## config.mk

```make
export PLATFORM = sky130hd
export DESIGN_NAME = fetch_stage_flat
export DESIGN_NICKNAME = d
export VERILOG_FILES = /design/src/rtl/fetch_stage_if.sv /design/src/rtl/fetch_stage.sv /design/src/flat_wrapper.sv
export SDC_FILE = /design/constraint.sdc
export NUM_CORES = 1
export LEC_CHECK = 0
export ABC_AREA = 1
export ABC_CLOCK_PERIOD_IN_PS = 4700
export CORE_ASPECT_RATIO = 0.7
export CORE_MARGIN = 3
export CORE_UTILIZATION = 25
export CTS_CLUSTER_DIAMETER = 100
export DETAILED_ROUTE_END_ITERATION = 8
export PLACE_DENSITY = 0.54
export SLEW_MARGIN = 20
export SYNTH_ARGS = -nofsm -noshare
export SYNTH_HDL_FRONTEND = slang
export SYNTH_SLANG_ARGS = --single-unit
```

## constraint.sdc

```tcl
create_clock -name clk -period 4.7 [get_ports clk]
set_input_delay 0.705 -clock clk [delete_from_list [all_inputs] [get_ports clk]]
set_output_delay 0.705 -clock clk [all_outputs]
set_load 0.005 [all_outputs]
```

## src/rtl/fetch_stage_if.sv

```systemverilog
// Instruction-memory request/response bus between fetch_stage (master) and imem (slave).
interface fetch_stage_if #(
    parameter int unsigned XLEN = 32
);
    logic            imem_req_valid;
    logic [XLEN-1:0] imem_req_addr;
    logic            imem_req_ready;
    logic            imem_resp_valid;
    logic [31:0]     imem_resp_data;

    modport master (
        output imem_req_valid, imem_req_addr,
        input  imem_req_ready, imem_resp_valid, imem_resp_data
    );

    modport slave (
        input  imem_req_valid, imem_req_addr,
        output imem_req_ready, imem_resp_valid, imem_resp_data
    );
endinterface

```

## src/rtl/fetch_stage.sv

```systemverilog
// Instruction fetch: owns the PC, issues credit-limited imem requests, buffers in-order responses.
// Optional build macro FETCH_PERF_CNT_EN adds perf_fetched / perf_squashed counters.
module fetch_stage #(
    parameter int unsigned          XLEN      = 32,
    parameter logic [XLEN-1:0]      RESET_PC  = XLEN'(32'h0000_0200),
    parameter int unsigned          BUF_DEPTH = 2,
    parameter logic [31:0]          NOP_INST  = 32'h0000_0013
) (
    input  logic            clk,
    input  logic            reset,
    fetch_stage_if.master   imem,
    input  logic            redirect_valid,
    input  logic [XLEN-1:0] redirect_pc,
    input  logic            if_kill,
    input  logic            dec_stall,
    output logic            dec_valid,
    output logic [31:0]     dec_inst,
    output logic [XLEN-1:0] dec_pc
`ifdef FETCH_PERF_CNT_EN
    ,
    output logic [31:0]     perf_fetched,
    output logic [31:0]     perf_squashed
`endif
);
    localparam int unsigned   AW      = (BUF_DEPTH > 1) ? $clog2(BUF_DEPTH) : 1;
    localparam int unsigned   CW      = AW + 1;
    localparam logic [CW-1:0] DEPTH_C = CW'(BUF_DEPTH);

    typedef enum logic {S_FETCH = 1'b0, S_FLUSH = 1'b1} state_e;

    state_e          state_q, state_d;
    logic [XLEN-1:0] pc_q, pc_d;
    logic [CW-1:0]   inflight_q, inflight_d, drop_q, drop_d, buf_cnt_q, buf_cnt_d;
    logic [AW-1:0]   pcq_wr_q, pcq_wr_d, pcq_rd_q, pcq_rd_d;
    logic [AW-1:0]   buf_wr_q, buf_wr_d, buf_rd_q, buf_rd_d;
    logic [XLEN-1:0] pcq_q     [BUF_DEPTH];
    logic [XLEN-1:0] pcq_d     [BUF_DEPTH];
    logic [XLEN-1:0] buf_pc_q  [BUF_DEPTH];
    logic [XLEN-1:0] buf_pc_d  [BUF_DEPTH];
    logic [31:0]     buf_inst_q[BUF_DEPTH];
    logic [31:0]     buf_inst_d[BUF_DEPTH];
    logic            dec_valid_q, dec_valid_d;
    logic [31:0]     dec_inst_q, dec_inst_d;
    logic [XLEN-1:0] dec_pc_q, dec_pc_d;

    logic            req_valid_c, req_fire_c, resp_drop_c, resp_take_c;
    logic            squash_c, pop_c, bypass_c, push_c;
    logic [XLEN-1:0] req_addr_c;

    // Handshake decode: credits cover in-flight requests plus buffered instructions
    always_comb begin
        req_addr_c  = {pc_q[XLEN-1:2], 2'b00};
        req_valid_c = !reset && (state_q == S_FETCH) && !redirect_valid
                      && ((inflight_q + buf_cnt_q) < DEPTH_C);
        req_fire_c  = req_valid_c && imem.imem_req_ready;
        resp_drop_c = imem.imem_resp_valid && (drop_q != '0);
        resp_take_c = imem.imem_resp_valid && (drop_q == '0);
        squash_c    = !dec_stall && (if_kill || redirect_valid);
        pop_c       = !dec_stall && !squash_c && (buf_cnt_q != '0);
        bypass_c    = !dec_stall && !squash_c && (buf_cnt_q == '0) && resp_take_c;
        push_c      = resp_take_c && !bypass_c && !redirect_valid;
    end

    assign imem.imem_req_valid = req_valid_c;
    assign imem.imem_req_addr  = req_addr_c;

    always_comb begin
        state_d     = state_q;
        pc_d        = pc_q;
        pcq_d       = pcq_q;
        pcq_wr_d    = pcq_wr_q;
        pcq_rd_d    = pcq_rd_q;
        buf_pc_d    = buf_pc_q;
        buf_inst_d  = buf_inst_q;
        buf_wr_d    = buf_wr_q;
        buf_rd_d    = buf_rd_q;
        dec_valid_d = dec_valid_q;
        dec_inst_d  = dec_inst_q;
        dec_pc_d    = dec_pc_q;
        inflight_d  = inflight_q + CW'(req_fire_c) - CW'(imem.imem_resp_valid);
        drop_d      = drop_q - CW'(resp_drop_c);
        buf_cnt_d   = buf_cnt_q + CW'(push_c) - CW'(pop_c);

        if (req_fire_c) begin
            pcq_d[pcq_wr_q] = req_addr_c;
            pcq_wr_d        = pcq_wr_q + AW'(1);
            pc_d            = pc_q + XLEN'(4);
        end
        if (resp_take_c) begin
            pcq_rd_d = pcq_rd_q + AW'(1);
        end
        if (push_c) begin
            buf_pc_d[buf_wr_q]   = pcq_q[pcq_rd_q];
            buf_inst_d[buf_wr_q] = imem.imem_resp_data;
            buf_wr_d             = buf_wr_q + AW'(1);
        end
        if (pop_c) begin
            buf_rd_d = buf_rd_q + AW'(1);
        end

        // Decode register only moves when decode is not stalled
        if (!dec_stall) begin
            if (squash_c) begin
                dec_valid_d = 1'b0;
                dec_inst_d  = NOP_INST;
            end else if (pop_c) begin
                dec_valid_d = 1'b1;
                dec_inst_d  = buf_inst_q[buf_rd_q];
                dec_pc_d    = buf_pc_q[buf_rd_q];
            end else if (bypass_c) begin
                dec_valid_d = 1'b1;
                dec_inst_d  = imem.imem_resp_data;
                dec_pc_d    = pcq_q[pcq_rd_q];
            end else begin
                dec_valid_d = 1'b0;
                dec_inst_d  = NOP_INST;
            end
        end

        // No request issues on a redirect, so every remaining in-flight response is stale
        if (redirect_valid) begin
            pc_d      = redirect_pc;
            pcq_wr_d  = '0;
            pcq_rd_d  = '0;
            buf_wr_d  = '0;
            buf_rd_d  = '0;
            buf_cnt_d = '0;
            drop_d    = inflight_d;
            state_d   = (inflight_d != '0) ? S_FLUSH : S_FETCH;
        end else if ((state_q == S_FLUSH) && (drop_d == '0)) begin
            state_d = S_FETCH;
        end
    end

    always_ff @(posedge clk) begin
        if (reset) begin
            state_q     <= S_FETCH;
            pc_q        <= RESET_PC;
            inflight_q  <= '0;
            drop_q      <= '0;
            buf_cnt_q   <= '0;
            pcq_wr_q    <= '0;
            pcq_rd_q    <= '0;
            buf_wr_q    <= '0;
            buf_rd_q    <= '0;
            dec_valid_q <= 1'b0;
            dec_inst_q  <= NOP_INST;
            dec_pc_q    <= '0;
        end else begin
            state_q     <= state_d;
            pc_q        <= pc_d;
            inflight_q  <= inflight_d;
            drop_q      <= drop_d;
            buf_cnt_q   <= buf_cnt_d;
            pcq_wr_q    <= pcq_wr_d;
            pcq_rd_q    <= pcq_rd_d;
            buf_wr_q    <= buf_wr_d;
            buf_rd_q    <= buf_rd_d;
            dec_valid_q <= dec_valid_d;
            dec_inst_q  <= dec_inst_d;
            dec_pc_q    <= dec_pc_d;
        end
    end

    always_ff @(posedge clk) begin
        pcq_q      <= pcq_d;
        buf_pc_q   <= buf_pc_d;
        buf_inst_q <= buf_inst_d;
    end

    assign dec_valid = dec_valid_q;
    assign dec_inst  = dec_inst_q;
    assign dec_pc    = dec_pc_q;

    // The credit rule guarantees a free slot for every accepted response
    assert property (@(posedge clk) disable iff (reset) !(resp_take_c && (buf_cnt_q == DEPTH_C)));

`ifdef FETCH_PERF_CNT_EN
    logic [31:0] perf_fetched_q, perf_fetched_d, perf_squashed_q, perf_squashed_d;

    always_comb begin
        perf_fetched_d  = perf_fetched_q + 32'(pop_c || bypass_c);
        perf_squashed_d = perf_squashed_q + 32'(resp_drop_c) + 32'(squash_c && dec_valid_q);
        if (redirect_valid) begin
            perf_squashed_d = perf_squashed_d + 32'(buf_cnt_q) + 32'(resp_take_c);
        end
    end

    always_ff @(posedge clk) begin
        if (reset) begin
            perf_fetched_q  <= '0;
            perf_squashed_q <= '0;
        end else begin
            perf_fetched_q  <= perf_fetched_d;
            perf_squashed_q <= perf_squashed_d;
        end
    end

    assign perf_fetched  = perf_fetched_q;
    assign perf_squashed = perf_squashed_q;
`endif
endmodule

```

## src/flat_wrapper.sv

```systemverilog
// flat-port wrapper written by rule: the top's interface ports become plain ports
module fetch_stage_flat 
#(
    parameter int unsigned          XLEN      = 32,
    parameter logic [XLEN-1:0]      RESET_PC  = XLEN'(32'h0000_0200),
    parameter int unsigned          BUF_DEPTH = 2,
    parameter logic [31:0]          NOP_INST  = 32'h0000_0013
)
  (clk, reset, redirect_valid, redirect_pc, if_kill, dec_stall, dec_valid, dec_inst, dec_pc, imem_imem_req_valid, imem_imem_req_addr, imem_imem_req_ready, imem_imem_resp_valid, imem_imem_resp_data);
  fetch_stage_if #(.XLEN(XLEN)) imem_i ();
  input  logic clk;
  input  logic reset;
  input  logic redirect_valid;
  input  logic [XLEN-1:0] redirect_pc;
  input  logic if_kill;
  input  logic dec_stall;
  output logic dec_valid;
  output logic [31:0] dec_inst;
  output logic [XLEN-1:0] dec_pc;
  output wire logic [$bits(imem_i.imem_req_valid)-1:0] imem_imem_req_valid;
  output wire logic [$bits(imem_i.imem_req_addr)-1:0] imem_imem_req_addr;
  input wire logic [$bits(imem_i.imem_req_ready)-1:0] imem_imem_req_ready;
  input wire logic [$bits(imem_i.imem_resp_valid)-1:0] imem_imem_resp_valid;
  input wire logic [$bits(imem_i.imem_resp_data)-1:0] imem_imem_resp_data;
  assign imem_imem_req_valid = imem_i.imem_req_valid;
  assign imem_imem_req_addr = imem_i.imem_req_addr;
  assign imem_i.imem_req_ready = imem_imem_req_ready;
  assign imem_i.imem_resp_valid = imem_imem_resp_valid;
  assign imem_i.imem_resp_data = imem_imem_resp_data;
  fetch_stage #(.XLEN(XLEN), .RESET_PC(RESET_PC), .BUF_DEPTH(BUF_DEPTH), .NOP_INST(NOP_INST)) u_core (.clk(clk), .reset(reset), .imem(imem_i), .redirect_valid(redirect_valid), .redirect_pc(redirect_pc), .if_kill(if_kill), .dec_stall(dec_stall), .dec_valid(dec_valid), .dec_inst(dec_inst), .dec_pc(dec_pc));
endmodule
```

==> flow_summary_export.csv, run 1 <==
group,metric,value,unit
place,dp_slack,1.156,ns
yosys,synth-xor-area-share,0.01146,
sta,period_needed,3.397,ns
global_route,antenna_found_initial,0,
power,power_frac_seq,0.480,
yosys,synth_cell_type_count,39,
floorplan,core_area,48120,um^2
floorplan,ioPinCount,169,
floorplan,die_w,270.4,um
worst_setup_path,endpoint_kind,"output port",
power,power,0.005984,W
worst_setup_path,cp_max_fo,32,
floorplan,start_util,0.2542,
sta,fmax,294.4,MHz
power,p_sw_frac,0.2279,
final_layout,area_delta_synth_final,28.18,%
detailed_routing,dr.pass1.iters,5,
sta,setup_viol,0,
detailed_routing,route.detailed.drc,0,
sta,worstMarginPinSlew,0.9756,ns
global_route,grt_max_degree,76,
yosys,synth_top_family_by_area,"simple AND/OR/NAND/NOR gates",
power,p_switching,0.001364,W
final_layout,final_net_count,1547,
yosys,synth.area.mux_share,0.009002,
worst_setup_path,path_common_cell,"clkdlybuf4s50_1",
clocking,cts.path.max_buffers,3,
floorplan,die_h,191.1,um
sta,relSlewSlack,0.3496,
power,power_frac_clock,0.442,
detailed_routing,vias,9310,
global_route,gr-total-overflow,0,
sta,period_share,0.7227,
yosys,ys_warn_count,0,
final_layout,drive_above_1_share,0.07219,
worst_setup_path,cpMaxStageDelayCell,"clkdlybuf4s50_1",
outcome,status,"completed",
detailed_routing,drt_iter0_markers,696,
worst_hold_path,holdCritPathClass,"reg2reg",
clocking,root_buffer,"clkbuf_16",
yosys,ys_async_sr_fraction,0,
clocking,cts-resized-gates,0,
sta,hold_viol,0,
worst_setup_path,cpPeakStageDelay,0.54,ns
power,irDropWorstVdd,0.1831,mV
place,hpwl,23.04,mm
detailed_routing,wl_per_cell,16.23,um
yosys,synthCells,1313,
yosys,ys.flop_type,"edfxtp_1",
clocking,htreeDepth,2,
yosys,yosys.area_share.simple,0.2082,
clocking,clock_latency,0.51,ns
global_route,gr-usage-all-layers,0.1351,
worst_setup_path,worstSetupPathType,"in2out",
sta,rsz0062_at_grt,"false",
sta,clock-skew-final,0.01521,ns
power,p_comb_frac,0.078,
place,portBuffers,162,
global_route,grt_pass1_wl,54.43,mm
clocking,hold_buffers,0,
power,power.density,381.7,nW/um^2
yosys,synthAdderAreaFrac,0.005115,
yosys,synth_edf_count,184,
detailed_routing,ant_nets,0,
clocking,cts.clk_slew.worst_paths,0.06,ns
worst_setup_path,worstPathArrival,2.69,ns
floorplan,dieArea,51660,um^2
worst_setup_path,cp_cell_sequence,"clkdlybuf4s50_1 -> buf_4 -> inv_2 -> nand2_4 -> nor2_4 -> nand2_1 -> nor2_1 -> clkdlybuf4s50_1",
yosys,synth_compound_area_frac,0.08255,
place,finalWeightedCongestion,0.8486,
sta,finalSetupTns,0,ns
power,leakage,6.069,nW
place,dpl_cell_area,14550,um^2
clocking,cts_tree,"built",
sta,fin_ws,1.303,ns
power,cell_internal_pwr,0.004620,W
worst_setup_path,startpoint_type,"input port",
clocking,cts_setup_buffers,0,
worst_setup_path,cp.required,3.99,ns
yosys,syn_area,12230,um^2
run,cap_violations,0,
yosys,synth_seq_cells,288,
clocking,cts_made_buffers,34,
final_layout,fin_util,0.3258,
yosys,seq_area_frac_synth,0.6219,
detailed_routing,routed_wirelength,34.92,mm
sta,slew_viol_final,0,
global_route,grt_pass1_vias,9259,
detailed_routing,post_drt_via_cell_ratio,4.326,
final_layout,final_cell_area,15680,um^2
yosys,syn_area_per_cell,9.316,um^2
clocking,cts_sinks,288,
floorplan,num_rows,67,
critical path: cells and delay by family:
kind	cells	cell delay [ns]
buf+inv	4	1.45
simple gates	4	0.51
per-stage QoR:
step	std cells	hold WS [ns]
floorplan	1316	0.4605
global route	2151	0.5265
CTS	2151	0.4872
finish	2152	0.4847
detailed placement	2090	0.4657
global placement	2090	0.4599
metal layers:
layer	routed length, um	vias to the layer above	track usage
met1	17050	4414	0.1903
met4	515	0	0.03172
met3	2192	38	0.03312
li1	-	4620	-
met5	0	-	0
met2	15160	238	0.2090
power by group through the flow:
| stage | clock, W | sequential (W) | combinational (W) |
|---|---|---|---|
| floorplan | 0 | 0.00290 | 0.000243 |
| global placement | 0 | 0.00292 | 0.000469 |
| detailed placement | 0 | 0.00293 | 0.000473 |
| CTS | 0.00273 | 0.00287 | 0.000476 |
| global route | 0.00283 | 0.00288 | 0.000530 |
| finish | 0.00264 | 0.00287 | 0.000467 |
path summary, 6_finish.rpt:
check,from,to,slack [ns],cells after the start
hold / removal,u_core.dec_inst[1],u_core.dec_inst[1],0.48,2
setup reg to reg,u_core.drop_q[1],u_core.buf_inst_q[7],2.35,4
hold reg to reg,u_core.dec_inst[1],u_core.dec_inst[1],0.48,2
setup / recovery,redirect_valid,imem_imem_req_valid,1.30,8
state kept, by name, summed over array words and instances, names as in the netlist:
name	cells
u_core.buf_inst_q	64
u_core.buf_pc_q	60
u_core.pcq_q	60
u_core.dec_inst	32
u_core.dec_pc	30
u_core.pc_q	30
u_core.buf_cnt_q	2
u_core.drop_q	2
u_core.inflight_q	2
u_core.buf_rd_q	1
u_core.buf_wr_q	1
u_core.dec_valid	1
u_core.pcq_rd_q	1
u_core.pcq_wr_q	1
u_core.state_q	1
cells in the final DEF, fill, tap and decap left out, drive strengths merged:
master	count
nand2	512
edfxtp	184
clkdlybuf4s50	162
inv	123
dfxtp	104
nor2	77
o21ai	74
clkbuf	46
a21oi	36
o211ai	33
nand3	30
buf	18
a31oi	13
mux2i	11
xor2	11
nor3	11
a211oi	8
clkinv	7
nand4	7
xnor2	5
ha	5
conb	4
bufinv	4
clkinvlp	3
or2	3
a22oi	2
diode	1
o22ai	1
nand3b	1
o2111ai	1
cell families (layout without fill, tap and decap cells):
| kind of cell | Yosys count | in the layout |
|---|---|---|
| AO/OA/AOI/OAI | 168 | 168 |
| XOR/XNOR | 16 | 16 |
| adder cells (fa/ha/maj) | 5 | 5 |
| buffers and inverters | 183 | 363 |
| flip-flops | 288 | 288 |
| multiplexers | 11 | 11 |
| other | 1 | 5 |
| AND/OR/NAND/NOR | 641 | 641 |
layout make-up:
| class | count | area (um^2) |
|---|---|---|
| antenna | 1 | 2.502 |
| clock buffer | 46 | 937.1 |
| clock inverter | 15 | 185.2 |
| fill | 4976 | 32440 |
| inverter | 122 | 465.4 |
| multi-input combinational | 845 | 3904 |
| sequential | 288 | 7609 |
| tap | 655 | 819.5 |
| timing repair buffer | 180 | 1757 |
Yosys cell counts (all sizes together), types with 13 or more instances:
master  count  area [um^2]
edfxtp    184         5525
a31oi      13        81.33
nor2       77        311.5
nand2     512         1937
nand3      30        150.1
o21ai      74        370.4
a21oi      36        180.2
o211ai     33        247.7
clkbuf     32        120.1
inv       121        461.7
dfxtp     104         2082
buf        29        166.4
(Power assumes the default switching activity.)
==> inputs of run 2 (changes only) <==
--- a/config.mk
+++ b/config.mk
@@ -6,7 +6,7 @@
 export NUM_CORES = 1
 export LEC_CHECK = 0
 export ABC_AREA = 1
-export ABC_CLOCK_PERIOD_IN_PS = 4700
+export ABC_CLOCK_PERIOD_IN_PS = 3500
 export CORE_ASPECT_RATIO = 0.7
 export CORE_MARGIN = 3
 export CORE_UTILIZATION = 25
==> constraint.sdc (replaced) <==
create_clock -name clk -period 3.5 [get_ports clk]
set_input_delay 0.525 -clock clk [delete_from_list [all_inputs] [get_ports clk]]
set_output_delay 0.525 -clock clk [all_outputs]
set_load 0.005 [all_outputs]
==> flow_summary_export.csv, run 2 (synthesis results as in run 1) <==
group,metric,value,unit
worst_setup_path,worstPathArrival,2.16,ns
global_route,gr-total-overflow,0,
clocking,cts_sinks,288,
sta,fmax,372.6,MHz
detailed_routing,post_drt_via_cell_ratio,4.373,
global_route,antenna_found_initial,1,
sta,worstMarginPinSlew,0.9880,ns
clocking,clock_latency,0.53,ns
clocking,cts_tree,"built",
detailed_routing,met2_length,15.21,mm
clocking,cts_made_buffers,34,
floorplan,die_w,270.4,um
detailed_routing,drt-met1-wl,17.22,mm
clocking,hold_buffers,0,
sta,period_share,0.7668,
final_layout,n_fill_cell,4998,
detailed_routing,dr.pass1.iters,5,
final_layout,top_regs,"u_core.buf_inst_q x64, u_core.buf_pc_q x60, u_core.pcq_q x60",
worst_setup_path,startpoint_type,"input port",
sta,clock-skew-final,0.01976,ns
global_route,grt_pass1_vias,9232,
worst_setup_path,cp_max_fo,8,
detailed_routing,highest_layer,"met4",
floorplan,num_rows,67,
sta,slew_viol_final,0,
sta,fin_ws,0.8163,ns
sta,rsz0062_at_grt,"false",
power,leakage,6.082,nW
global_route,gr-usage-all-layers,0.1367,
worst_setup_path,regToRegSetupSlack,1.16,ns
worst_setup_path,cpMaxStageDelayCell,"clkdlybuf4s50_1",
sta,finalSetupTns,0,ns
sta,setup_viol,0,
floorplan,core_area,48120,um^2
sta,period_needed,2.684,ns
worst_hold_path,holdCritPathClass,"reg2reg",
final_layout,drive_above_1_share,0.07291,
clocking,cts.clk_slew.worst_paths,0.06,ns
floorplan,dieArea,51660,um^2
worst_setup_path,path_common_cell,"clkdlybuf4s50_1",
sta,hold_viol,0,
detailed_routing,wl_per_cell,16.51,um
worst_setup_path,ff2ff_path_depth,6,
worst_setup_path,cpPeakStageDelay,0.54,ns
detailed_routing,drt_iter0_markers,658,
place,finalWeightedCongestion,0.8648,
place,dp_slack,0.7287,ns
place,hpwl,23.04,mm
global_route,grt_max_degree,76,
worst_setup_path,cp.buffers_inverters,3,
final_layout,final_common_cell,"nand2_1",
final_layout,largest_reg_flops,64,
detailed_routing,vias,9406,
detailed_routing,ant_nets,0,
clocking,root_buffer,"clkbuf_16",
worst_setup_path,cp.required,2.97,ns
floorplan,start_util,0.2542,
floorplan,die_h,191.1,um
clocking,cts_setup_buffers,0,
run,cap_violations,0,
power,irDropWorstVdd,0.2587,mV
worst_setup_path,worstSetupPathType,"in2out",
detailed_routing,route.detailed.drc,0,
final_layout,fin_util,0.3266,
clocking,cts-resized-gates,0,
worst_hold_path,hold_depth,2,
final_layout,top_register,"u_core.buf_inst_q",
final_layout,area_delta_synth_final,28.47,%
clocking,htreeDepth,2,
detailed_routing,dr_wl_met3,2.341,mm
power,power.density,512.5,nW/um^2
final_layout,final_cell_mix,"nand2_1, edfxtp_1, clkdlybuf4s50_1, inv_1, dfxtp_1",
final_layout,final_net_count,1548,
worst_setup_path,cp_cell_sequence,"clkdlybuf4s50_1 -> inv_2 -> nand2_4 -> nor2_4 -> nand2_1 -> nor2_1 -> clkdlybuf4s50_1",
worst_setup_path,endpoint_kind,"output port",
detailed_routing,routed_wirelength,35.51,mm
worst_setup_path,worst-path-stages,7,
floorplan,ioPinCount,169,
worst_setup_path,crit_family,"buffers and inverters",
place,portBuffers,162,
global_route,grt_pass1_wl,54.88,mm
outcome,status,"completed",
clocking,cts.path.max_buffers,3,
sta,relSlewSlack,0.3414,
[run 2: cell types whose count changed in the layout (fill, tap and decap cells not counted), sizes merged]
cell      before  now
clkbuf        46   44
bufinv         4    3
clkinv         7   10
buf           18   19
clkinvlp       3    1
[run 2: worst min-delay path, delay by kind of cell (launching register included)]
kind | cells | cell delay (ns)
compound gates | 1 | 0.08
flops | 1 | 0.33
simple gates | 1 | 0.05
[run 2: cell type report]
class / instances / area, um^2 / share of cell area
sequential: 288 / 7609 / 0.4842
multi-input combinational: 845 / 3904 / 0.2484
timing repair buffer: 181 / 1802 / 0.1147
clock buffer: 44 / 929.6 / 0.05916
tap: 655 / 819.5 / 0.05215
inverter: 122 / 466.7 / 0.02970
clock inverter: 15 / 181.4 / 0.01155
antenna: 1 / 2.502 / 0.0001592
[run 2: routing by layer]
layer / GRT usage / vias to the layer above
met4: 0.03835 / 0
li1: - / 4630
met3: 0.03438 / 53
met5: 0 / -
met1: 0.1941 / 4484
met2: 0.2062 / 239
[run 2: path summary, 6_finish.rpt]
| check | from | to |
|---|---|---|
| max | redirect_valid | imem_imem_req_valid |
| min | u_core.dec_inst[1] | u_core.dec_inst[1] |
| max reg2reg | u_core.pcq_rd_q | u_core.dec_pc[13] |
| min reg2reg | u_core.dec_inst[1] | u_core.dec_inst[1] |
[run 2: metrics by stage]
step	hold WS (ns)	area (um^2)	total power [W]	cells
6_report	0.4891	15710	0.008053	2151
5_1_grt	0.5373	15710	0.008404	2151
4_1_cts	0.4975	15710	0.008175	2150
3_5_place_dp	0.4721	14600	0.004572	2091
3_3_place_gp	0.4563	14600	0.004559	2091
2_1_floorplan	0.4605	12250	0.004222	1316
[run 2: where the power goes]
group | switching (W) | internal [W]
Sequential | 0.0000972 | 0.00376
Clock | 0.00144 | 0.00212
Combinational | 0.000367 | 0.000268
==> inputs of run 3 (changes only) <==
--- a/config.mk
+++ b/config.mk
@@ -6,7 +6,7 @@
 export NUM_CORES = 1
 export LEC_CHECK = 0
 export ABC_AREA = 1
-export ABC_CLOCK_PERIOD_IN_PS = 3500
+export ABC_CLOCK_PERIOD_IN_PS = 2700
 export CORE_ASPECT_RATIO = 0.7
 export CORE_MARGIN = 3
 export CORE_UTILIZATION = 25
==> constraint.sdc (replaced) <==
create_clock -name clk -period 2.7 [get_ports clk]
set_input_delay 0.405 -clock clk [delete_from_list [all_inputs] [get_ports clk]]
set_output_delay 0.405 -clock clk [all_outputs]
set_load 0.005 [all_outputs]
==> flow_summary_export.csv, run 3 (synthesis results as in run 1) <==
group,metric,value,unit
outcome,status,"completed",
detailed_routing,vias,9341,
clocking,cts_tree,"built",
worst_setup_path,worstPathArrival,2.00,ns
clocking,cts.clk_slew.worst_paths,0.06,ns
detailed_routing,drt_iter0_markers,534,
final_layout,final_common_cell,"nand2_1",
final_layout,largest_reg_flops,64,
worst_setup_path,worstSetupPathType,"reg2out",
clocking,cts_made_buffers,31,
worst_setup_path,endpoint_kind,"output port",
place,portBuffers,162,
worst_setup_path,cpPeakStageDelay,0.54,ns
final_layout,area_delta_synth_final,29.22,%
sta,slew_viol_final,0,
worst_setup_path,cp.required,2.30,ns
global_route,gr-total-overflow,0,
sta,worstMarginPinSlew,0.9252,ns
worst_hold_path,holdCritPathClass,"in2reg",
final_layout,final_cell_mix,"nand2_1, edfxtp_1, clkdlybuf4s50_1, inv_1, dfxtp_1",
detailed_routing,ant_nets,0,
worst_setup_path,ff2ff_path_depth,10,
sta,finalSetupTns,0,ns
worst_hold_path,hold_depth,3,
worst_setup_path,crit_family,"buffers and inverters",
sta,hold_viol,0,
sta,period_share,0.8905,
sta,period_needed,2.404,ns
floorplan,num_rows,67,
worst_hold_path,hold_end,"u_core.pc_q[3]",
worst_setup_path,regToRegSetupSlack,0.63,ns
place,hpwl,23.64,mm
clocking,cts.path.max_buffers,3,
floorplan,die_h,191.1,um
floorplan,ioPinCount,169,
global_route,grt_max_degree,76,
sta,rsz0062_at_grt,"false",
clocking,root_buffer,"clkbuf_16",
final_layout,drive_above_1_share,0.07656,
final_layout,top_regs,"u_core.buf_inst_q x64, u_core.buf_pc_q x60, u_core.pcq_q x60",
worst_setup_path,cpMaxStageDelayCell,"clkdlybuf4s50_1",
power,leakage,6.114,nW
sta,setup_viol,0,
worst_setup_path,path_common_cell,"nand2_1",
detailed_routing,routed_wirelength,34.55,mm
worst_hold_path,min-delay-start,"redirect_pc[3]",
floorplan,core_area,48120,um^2
power,power.density,642.2,nW/um^2
sta,clock-skew-final,0.01775,ns
power,power,0.01015,W
worst_setup_path,regToRegStartpoint,"u_core.pc_q[2]",
worst_setup_path,cp.buffers_inverters,1,
floorplan,die_w,270.4,um
worst_setup_path,startpoint_type,"flop",
run,cap_violations,0,
power,irDropWorstVdd,0.3995,mV
floorplan,start_util,0.2542,
detailed_routing,wl_per_cell,16.02,um
clocking,cts_setup_buffers,0,
clocking,cts_sinks,288,
clocking,cts-resized-gates,0,
final_layout,n_antenna_cell,0,
final_layout,top_register,"u_core.buf_inst_q",
detailed_routing,post_drt_via_cell_ratio,4.331,
global_route,gr-usage-all-layers,0.1323,
worst_setup_path,r2r_end,"u_core.pc_q[18]",
place,finalWeightedCongestion,0.8935,
global_route,grt_pass1_vias,9110,
worst_setup_path,cp_cell_sequence,"nand2_1 -> nand3_1 -> nand2_1 -> nor2_1 -> clkdlybuf4s50_1",
global_route,antenna_found_initial,0,
final_layout,n_fill_cell,4947,
clocking,htreeDepth,1,
sta,fmax,415.9,MHz
final_layout,final_net_count,1555,
detailed_routing,route.detailed.drc,0,
worst_setup_path,cp_max_fo,5,
sta,relSlewSlack,0.3832,
detailed_routing,dr.pass1.iters,5,
clocking,clock_latency,0.56,ns
global_route,grt_pass1_wl,53.27,mm
clocking,hold_buffers,0,
floorplan,dieArea,51660,um^2
run 3: cell types whose count changed in the layout (fill, tap and decap cells not counted), sizes merged:
cell and change:
buf +10, inv -1, clkinv -2, clkbuf -3, diode -1, bufinv +1, clkinvlp +2
run 3: through the flow:
stage	hold WS, ns	std cells	cell area, um^2	utilization	setup slack, ns
detailed placement	0.4596	2101	14770	0.3070	0.2221
global route	0.4337	2157	15810	0.3285	0.1815
global placement	0.4583	2101	14770	0.3070	0.2704
finish	0.4315	2157	15810	0.3285	0.2957
CTS	0.4067	2157	15810	0.3285	0.2443
floorplan	0.4605	1316	12250	-	-0.3531
run 3: cell type report:
class / instances / area, um^2 / area share
Timing Repair Buffer: 191 / 1977 / 0.1251
Inverter: 122 / 465.4 / 0.02945
Sequential cell: 288 / 7609 / 0.4814
Multi-Input combinational cell: 845 / 3904 / 0.2470
Tap cell: 655 / 819.5 / 0.05185
Clock inverter: 15 / 178.9 / 0.01132
Clock buffer: 41 / 853.3 / 0.05399
run 3: worst register-to-register path: cells and delay by family (launching register included):
family / cells / cell delay (ns)
compound gates: 1 / 0.08
xor+xnor: 1 / 0.15
fa+ha+maj: 1 / 0.32
buf+inv: 2 / 0.19
flops: 1 / 0.55
simple gates: 5 / 0.67
run 3: worst max-delay path by stage:
stage / start / to / slack, ns / cells past startpoint
global route: u_core.buf_cnt_q[1] / imem_imem_req_valid / 0.18 / 5
finish: u_core.buf_cnt_q[1] / imem_imem_req_valid / 0.30 / 5
detailed placement: imem_imem_resp_valid / u_core.dec_pc[11] / 0.22 / 8
global placement: imem_imem_resp_valid / u_core.dec_pc[15] / 0.27 / 8
CTS: u_core.buf_cnt_q[1] / imem_imem_req_valid / 0.24 / 5
floorplan: redirect_valid / u_core.buf_inst_q[0] / -0.35 / 4
run 3: layer usage:
| layer | track usage | wire, um | vias to the layer above |
|---|---|---|---|
| met2 | 0.2086 | 15230 | 187 |
| met5 | 0 | 0 | - |
| li1 | - | - | 4637 |
| met4 | 0.02695 | 667 | 0 |
| met3 | 0.02748 | 1606 | 48 |
| met1 | 0.1880 | 17050 | 4469 |
run 3: where the power goes:
group | internal [W] | switching (W) | total, W | leakage, nW
Combinational | 0.000370 | 0.000478 | 0.000849 | 3.08
Sequential | 0.00487 | 0.000124 | 0.00499 | 2.54
Clock | 0.00259 | 0.00172 | 0.00431 | 0.499
Total | 0.00783 | 0.00233 | 0.0102 | 6.11
